**config.mk**
```make
export PLATFORM = sky130hd
export DESIGN_NAME = datapath_ctrl
export DESIGN_NICKNAME = d
export VERILOG_FILES = /design/src/rtl/datapath_ctrl.sv
export SDC_FILE = /design/constraint.sdc
export NUM_CORES = 1
export LEC_CHECK = 0
export BUFFER_PORTS_ARGS = -buffer_cell sky130_fd_sc_hd__buf_2
export CORE_UTILIZATION = 49
export DETAILED_ROUTE_END_ITERATION = 8
export GPL_ROUTABILITY_DRIVEN = 0
export HOLD_SLACK_MARGIN = 0.02
export PLACE_DENSITY = 0.84
export SETUP_SLACK_MARGIN = 0.2
export SYNTH_ARGS = -nofsm -noshare
export SYNTH_HDL_FRONTEND = slang
export SYNTH_SLANG_ARGS = --single-unit
```
**constraint.sdc**
```tcl
create_clock -name clk -period 2.8 [get_ports clk]
set_clock_uncertainty 0.1 [all_clocks]
set_input_delay 0.28 -clock clk [delete_from_list [all_inputs] [get_ports clk]]
set_output_delay 0.28 -clock clk [all_outputs]
set_load 0.02 [all_outputs]
```
**src/rtl/datapath_ctrl.sv**
```systemverilog
// Instruction sequencer for the datapath: latches one 16-bit instruction on start
// and walks a Moore FSM through read, execute and write-back control cycles.
module datapath_ctrl #(
   parameter bit SXT_IMM = 1'b1
) (
   input  logic        clk,
   input  logic        rst_n,
   input  logic        start,
   input  logic [15:0] instr,
   output logic        waiting,
   output logic        illegal,
   output logic [15:0] datapath_in,
   output logic        wb_sel,
   output logic [2:0]  w_addr,
   output logic        w_en,
   output logic [2:0]  r_addr,
   output logic        en_A,
   output logic        en_B,
   output logic [1:0]  shift_op,
   output logic        sel_A,
   output logic        sel_B,
   output logic [1:0]  ALU_op,
   output logic        en_C,
   output logic        en_status
);

   typedef enum logic [2:0] {
      S_WAIT, S_WRIMM, S_LOADA, S_LOADB, S_EXEC, S_WRREG, S_ILL
   } state_t;

   state_t      state, state_nx, first_st;
   logic [15:0] ir;

   logic [2:0] opc, rn, rd, rm;
   logic [1:0] op;
   logic       is_cmp, is_mvn, is_movr;

   assign opc = ir[15:13];
   assign op  = ir[12:11];
   assign rn  = ir[10:8];
   assign rd  = ir[7:5];
   assign rm  = ir[2:0];

   assign is_cmp  = (opc == 3'b101) && (op == 2'b01);
   assign is_mvn  = (opc == 3'b101) && (op == 2'b11);
   assign is_movr = (opc == 3'b110) && (op == 2'b00);

   assign shift_op    = ir[4:3];
   assign datapath_in = SXT_IMM ? {{8{ir[7]}}, ir[7:0]} : {8'h00, ir[7:0]};

   // Entry state is decoded from the incoming instruction, not IR, so no decode cycle is spent.
   always_comb begin
      first_st = S_ILL;
      if (instr[15:13] == 3'b110) begin
         if (instr[12:11] == 2'b10)      first_st = S_WRIMM;
         else if (instr[12:11] == 2'b00) first_st = S_LOADB;
      end else if (instr[15:13] == 3'b101) begin
         first_st = (instr[12:11] == 2'b11) ? S_LOADB : S_LOADA;
      end
   end

   always_ff @(posedge clk or negedge rst_n) begin
      if (!rst_n) state <= S_WAIT;
      else        state <= state_nx;
   end

   always_ff @(posedge clk or negedge rst_n) begin
      if (!rst_n)                        ir <= 16'h0000;
      else if (state == S_WAIT && start) ir <= instr;
   end

   always_comb begin
      state_nx = state;
      case (state)
         S_WAIT:  state_nx = start ? first_st : S_WAIT;
         S_WRIMM: state_nx = S_WAIT;
         S_LOADA: state_nx = S_LOADB;
         S_LOADB: state_nx = S_EXEC;
         S_EXEC:  state_nx = is_cmp ? S_WAIT : S_WRREG;
         S_WRREG: state_nx = S_WAIT;
         S_ILL:   state_nx = S_WAIT;
         default: state_nx = S_WAIT;
      endcase
   end

   always_comb begin
      waiting   = 1'b0;
      illegal   = 1'b0;
      wb_sel    = 1'b0;
      w_addr    = 3'b000;
      w_en      = 1'b0;
      r_addr    = 3'b000;
      en_A      = 1'b0;
      en_B      = 1'b0;
      sel_A     = 1'b0;
      sel_B     = 1'b0;
      ALU_op    = 2'b00;
      en_C      = 1'b0;
      en_status = 1'b0;
      case (state)
         S_WAIT:  waiting = 1'b1;
         S_WRIMM: begin
            wb_sel = 1'b1;
            w_en   = 1'b1;
            w_addr = rn;
         end
         S_LOADA: begin
            r_addr = rn;
            en_A   = 1'b1;
         end
         S_LOADB: begin
            r_addr = rm;
            en_B   = 1'b1;
         end
         S_EXEC: begin
            // MOV-reg and MVN ignore A: add/not against a forced-zero A input.
            ALU_op    = is_movr ? 2'b00 : op;
            sel_A     = is_movr | is_mvn;
            en_C      = ~is_cmp;
            en_status = is_cmp;
         end
         S_WRREG: begin
            w_en   = 1'b1;
            w_addr = rd;
         end
         S_ILL:   illegal = 1'b1;
         default: ;
      endcase
   end

endmodule

```
After elaboration in Yosys (flattened, before gate mapping)
Index checks and enable logic that the tools add are counted.
{"block": "classes", "eq_ne": 14, "n_mux": 21, "bitwise_logic": 2, "reduce_logical": 8}
{"op": "$eq 3x3->1 const B", "count": 7}
{"op": "$mux 3", "count": 6}
{"op": "$pmux 3 s2", "count": 2}
{"op": "$pmux 3 s4", "count": 1}
{"op": "$mux 1", "count": 10}
{"op": "$eq 2x2->1 const B", "count": 3}
{"op": "$eq 3x2->1 const B", "count": 2}
{"op": "$logic_and 1x1->1", "count": 4}
{"op": "$logic_not 2->1", "count": 2}
{"op": "$mux 2", "count": 2}
{"op": "$eq 3x1->1 const B", "count": 1}
{"op": "$logic_not 3->1", "count": 1}
{"op": "$eq 2x1->1 const B", "count": 1}
{"op": "$reduce_or 2->1", "count": 1}
{"op": "$not 1->1", "count": 1}
{"op": "$or 1x1->1", "count": 1}
{"block": "word_totals", "register_bits": 19, "out_inout_bits": 36}

Depth between registers and ports, before layout
{"block": "logic_depth", "depth_word": 6, "ltp_mapped": 6, "depth_no_buf": 3}

Worst setup path after synthesis
OpenSTA, ideal clock, no wires.
{"block": "synth_path", "kind": "reg-to-output", "startpoint": "reg state[2]", "endpoint": "out r_addr[0]", "arrival_ns": 1.578, "required_ns": 2.420, "setup_slack_ns": 0.842, "stages_incl_launch_ff": 4, "n_path_buf": 1, "cell_sequence": "dfrtp_1 buf_6 nor3b_1 a22o_1"}
{"block": "synth_via", "elab_chain_cells": 2}
{"item": "start: declaration", "line_no": "31", "text": "state_t state, state_nx, first_st;"}
{"item": "start signal: assignment", "line_no": "64", "text": "else state <= state_nx;"}
{"item": "$eq 3x2->1", "line_no": "100", "text": "case (state)"}
{"item": "$pmux 3 s2 (*)", "line_no": "100"}
{"item": "end: declaration", "line_no": "16", "text": "output logic [2:0] r_addr,"}
Mark *: on every way between the ends. The rest lies on a longest branch, timed or not.

Final worst setup path
{"block": "layout_path", "startpoint": "reg ir[13]", "endpoint": "out sel_A"}
{"block": "layout_via", "elab_chain_cells": 4}
{"item": "start: declaration", "line_no": "32", "text": "logic [15:0] ir;"}
{"item": "start signal: assignment", "line_no": "69", "text": "else if (state == S_WAIT && start) ir <= instr;"}
{"item": "$eq 3x3->1, on equally long branches", "line_no": "46, 45"}
{"item": "$logic_and 1x1->1, on equally long branches", "line_no": "46, 45"}
{"item": "$or 1x1->1 (*)", "line_no": "118", "text": "sel_A = is_movr | is_mvn;"}
{"item": "$mux 1 (*)", "line_no": "100"}
{"item": "end: declaration", "line_no": "20", "text": "output logic sel_A,"}
Marked as above.

==> metrics.md <==
| Metric | Value |
|---|---|
| Hold worst-path end | ir[7]$_DFFE_PN0P_ |
| Port Buf Inserts | 53 |
| Worst hold path stage count | 2 |
| Post-cts gate resize count | 0 |
| Remaining number of nets flagged by the antenna check after routing | 0 |
| Netlist area before placement | 1177 um^2 |
| Internal power summed over all cells | 883.7 uW |
| Remaining global-route overflow | 0 |
| R2R Path End | ir[3]$_DFFE_PN0P_ |
| Overall global routing resource usage | 0.1848 |
| Setup TNS Final | 0 ps |
| Kind of start point of the critical path | flip-flop |
| Clk Latency, worst-skew pair | 290 ps |
| Clk network pwr share | 0.085 |
| Crit share post-route | 0.7783 |
| Mean routed wirelength per cell | ~13 um |
| Flop2flop setup slack | 1110 ps |
| Number of buffers between clock root and the deepest sink | 2 |
| Startpoint of the worst register-to-register path | state[2]$_DFF_PN0_ |
| Final Hold Violating Endpoints | 0 |
| Maximum VDD drop | between 0.5 and 0.6 mV |
| DRC violation count after routing | 0 |
| Max-slew violation count | 0 |
| TritonCTS Buffers | 3 |
| Data required time of the critical path | roughly 2400 ps |
| Syn Area/Cell | 11.21 um^2 |
| CTS tree | yes |
| Net Count, Synth | 124 |
| Status | completed |
| Post-synthesis sequential element count | 19 |
| Highest achievable clock rate | 458.9 MHz |
| Setup slack after layout | 620.9 ps |
| Post-placement worst setup slack | a little under 1000 ps |
| Effective utilization at floorplan | 0.5272 |
| Ant diodes | 0 |
| Final hold slack | 104.8 ps |
| DRT iter0 DRCs | 4 |
| Fraction of layout cells with a size suffix above 1 | 0.5500 |
| Ratio of routed vias to standard cells | 5.000 |
| Horiz. Die Dim | 51.02 um |
| Crit-path max FO | 3 |
| Total number of H-tree levels | 1 |
| Number of global-route vias before repair | 810 |
| Global-route wire length before repair | between 3000 and 4000 um |
| Most common library cell in the layout ignoring fill and taps | sky130_fd_sc_hd__buf_2 |
| Number of instances in the synthesized netlist | 105 |
| Commonest cells after routing, fill and taps aside | 53 x sky130_fd_sc_hd__buf_2, 19 x sky130_fd_sc_hd__dfrtp_1, 10 x sky130_fd_sc_hd__mux2_4 |
| Sequential-to-total area share from yosys stat | 0.4038 |
| Floorplan Core Area | 2233 um^2 |
| RSZ-0062 raised after global routing | false |
| Die footprint | 2603 um^2 |
| Die Height | slightly above 50 um |
| Site Rows | 17 |
| Initial antenna violation count | 0 |
| Clock Pin Slew Worst Setup and Hold Paths | 120 ps |
| Max-cap violation count | 0 |
| Total of endpoints with negative setup slack in the final report | 0 |
| Total length of routed wires | between 2000 and 2500 um |
| I/O pin count | 55 |
| Min cycle time layout | around 2200 ps |
| Data arrival time at the worst-slack endpoint | about 1800 ps |
| Logic depth of the worst register-to-register path | 3 |
| Number of nets in the final layout | 160 |
| Combinational fraction of design power | 0.572 |
| Maximum number of pins on one net before global-route repair | 20 |
| Critical Path Sink Type | output pin |
| Sequential share of power | 0.343 |
| Yosys synthesis warning count | 0 |
| Class of the most critical setup path | reg2out |
| Number of clock sinks | 19 |
| Hold Crit Start | instr[7] |
| Growth of design area from synthesis to finish | 12.33% |
| Path category of the worst min-delay check | in2reg |
| Pwr/cell area | 1244 nW/um^2 |
| Leak pwr | 0.7014 nW |
| Net load switching power | 761.5 uW |
| HPWL reported at the end of detailed placement | about 1800 um |
| Count of unique library cells instantiated by Yosys | 31 |
| Clock Root Buffer | sky130_fd_sc_hd__clkbuf_4 |
| TritonRoute pass-1 iters | 4 |
| Slew of the pin with the lowest slew margin | between 600 and 700 ps |
| Vias after detailed routing | 840 |
| Worst relative slew slack | 0.5617 |
| Switching portion of total power | 0.4628 |
[routing by layer]
metal | vias up | track usage | wire length, um
met2 | 27 | 0.3399 | 1217
met1 | 409 | 0.2171 | 911
met3 | 0 | 0.03571 | 113
li1 | 404 | - | -
met4 | 0 | 0.04630 | 0
met5 | - | 0 | 0
[worst max-delay path by stage]
stage | depth (start not counted) | slack, ps | from | end
after floorplan | 3 | 840 | state[2]$_DFF_PN0_ | r_addr[0]
after global placement | 4 | 1010 | ir[13]$_DFFE_PN0P_ | sel_A
after detailed placement | 4 | 960 | ir[13]$_DFFE_PN0P_ | sel_A
after CTS | 4 | 620 | ir[13]$_DFFE_PN0P_ | sel_A
after global routing | 4 | 450 | state[2]$_DFF_PN0_ | en_status
final | 4 | 620 | ir[13]$_DFFE_PN0P_ | sel_A
[layout make-up]
type | instances | area (um^2)
Inverter | 7 | 26.28
Fill cell | 207 | 910.9
Multi-Input combinational cell | 56 | 483.0
Tap cell | 28 | 35.03
Clock inverter | 1 | 5.005
Sequential cell | 19 | 475.5
Clock buffer | 3 | 22.52
Timing Repair Buffer | 54 | 275.3
[power by group through the flow]
stage	sequential, mW	combinational, mW	clock, mW
2_1_floorplan	0.516	0.930	0
3_3_place_gp	0.553	0.935	0
3_5_place_dp	0.569	0.947	0
4_1_cts	0.564	0.950	0.141
5_1_grt	0.585	1.01	0.156
6_report	0.564	0.941	0.140
[state kept, by name, indices dropped and copies added (netlist names)]
signal / cells
ir: 16
state: 3
[through the flow]
| stage | util | instances | power [mW] | area [um^2] |
|---|---|---|---|---|
| after floorplan | - | 105 | 1.446 | 1177 |
| after global placement | 0.5754 | 163 | 1.487 | 1285 |
| after detailed placement | 0.5754 | 163 | 1.516 | 1285 |
| after CTS | 0.5922 | 168 | 1.656 | 1323 |
| after global routing | 0.5922 | 168 | 1.752 | 1323 |
| final | 0.5922 | 168 | 1.645 | 1323 |
[synthesized netlist by cell type]
library cell / n / area (um^2)
sky130_fd_sc_hd__o21ai_0: 4 / 20.02
sky130_fd_sc_hd__o311ai_0: 1 / 8.760
sky130_fd_sc_hd__o21a_1: 1 / 7.510
sky130_fd_sc_hd__nor3_1: 1 / 5.000
sky130_fd_sc_hd__buf_8: 1 / 15.01
sky130_fd_sc_hd__nor2_1: 6 / 22.52
sky130_fd_sc_hd__and2_4: 1 / 8.760
sky130_fd_sc_hd__buf_4: 19 / 142.6
sky130_fd_sc_hd__nand2_1: 3 / 11.26
sky130_fd_sc_hd__and3b_2: 1 / 10.01
sky130_fd_sc_hd__mux2_4: 10 / 150.1
sky130_fd_sc_hd__buf_12: 1 / 20.02
sky130_fd_sc_hd__and2_1: 1 / 6.260
sky130_fd_sc_hd__a211oi_1: 1 / 7.510
sky130_fd_sc_hd__mux2i_1: 3 / 30.03
sky130_fd_sc_hd__nand2b_1: 2 / 12.51
sky130_fd_sc_hd__clkbuf_1: 1 / 3.750
sky130_fd_sc_hd__o211ai_1: 1 / 7.510
sky130_fd_sc_hd__nor3b_1: 3 / 22.52
sky130_fd_sc_hd__dfrtp_1: 19 / 475.5
sky130_fd_sc_hd__and3_1: 1 / 6.260
sky130_fd_sc_hd__conb_1: 1 / 3.750
sky130_fd_sc_hd__a21boi_0: 1 / 7.510
sky130_fd_sc_hd__nor2b_1: 1 / 6.260
sky130_fd_sc_hd__nand3b_1: 2 / 15.01
sky130_fd_sc_hd__a22o_1: 3 / 26.28
sky130_fd_sc_hd__or4b_2: 1 / 10.01
sky130_fd_sc_hd__inv_1: 7 / 26.28
sky130_fd_sc_hd__buf_6: 1 / 11.26
sky130_fd_sc_hd__nor3_2: 1 / 10.01
sky130_fd_sc_hd__mux2_2: 6 / 67.56
[cell families after synthesis]
logic type,Yosys count,synth area share
mux,19,0.2104
buf+inv,30,0.1860
simple gates,24,0.1243
compound gates,12,0.07228
other cells,1,0.003185
flops,19,0.4038
[critical path: stages, from the launching register on]
cell and delay, ps:
sky130_fd_sc_hd__dfrtp_1 420, sky130_fd_sc_hd__or4b_2 660, sky130_fd_sc_hd__o21ai_0 90, sky130_fd_sc_hd__and3_1 170
sky130_fd_sc_hd__buf_2 160
[repair_timing]
item | 4_1_cts | 5_1_grt
endpoints found under the hold margin | 19 | 0
setup buffers | 0 | 0
hold buffers | 1 | 0
(Power assumes the default switching activity.)
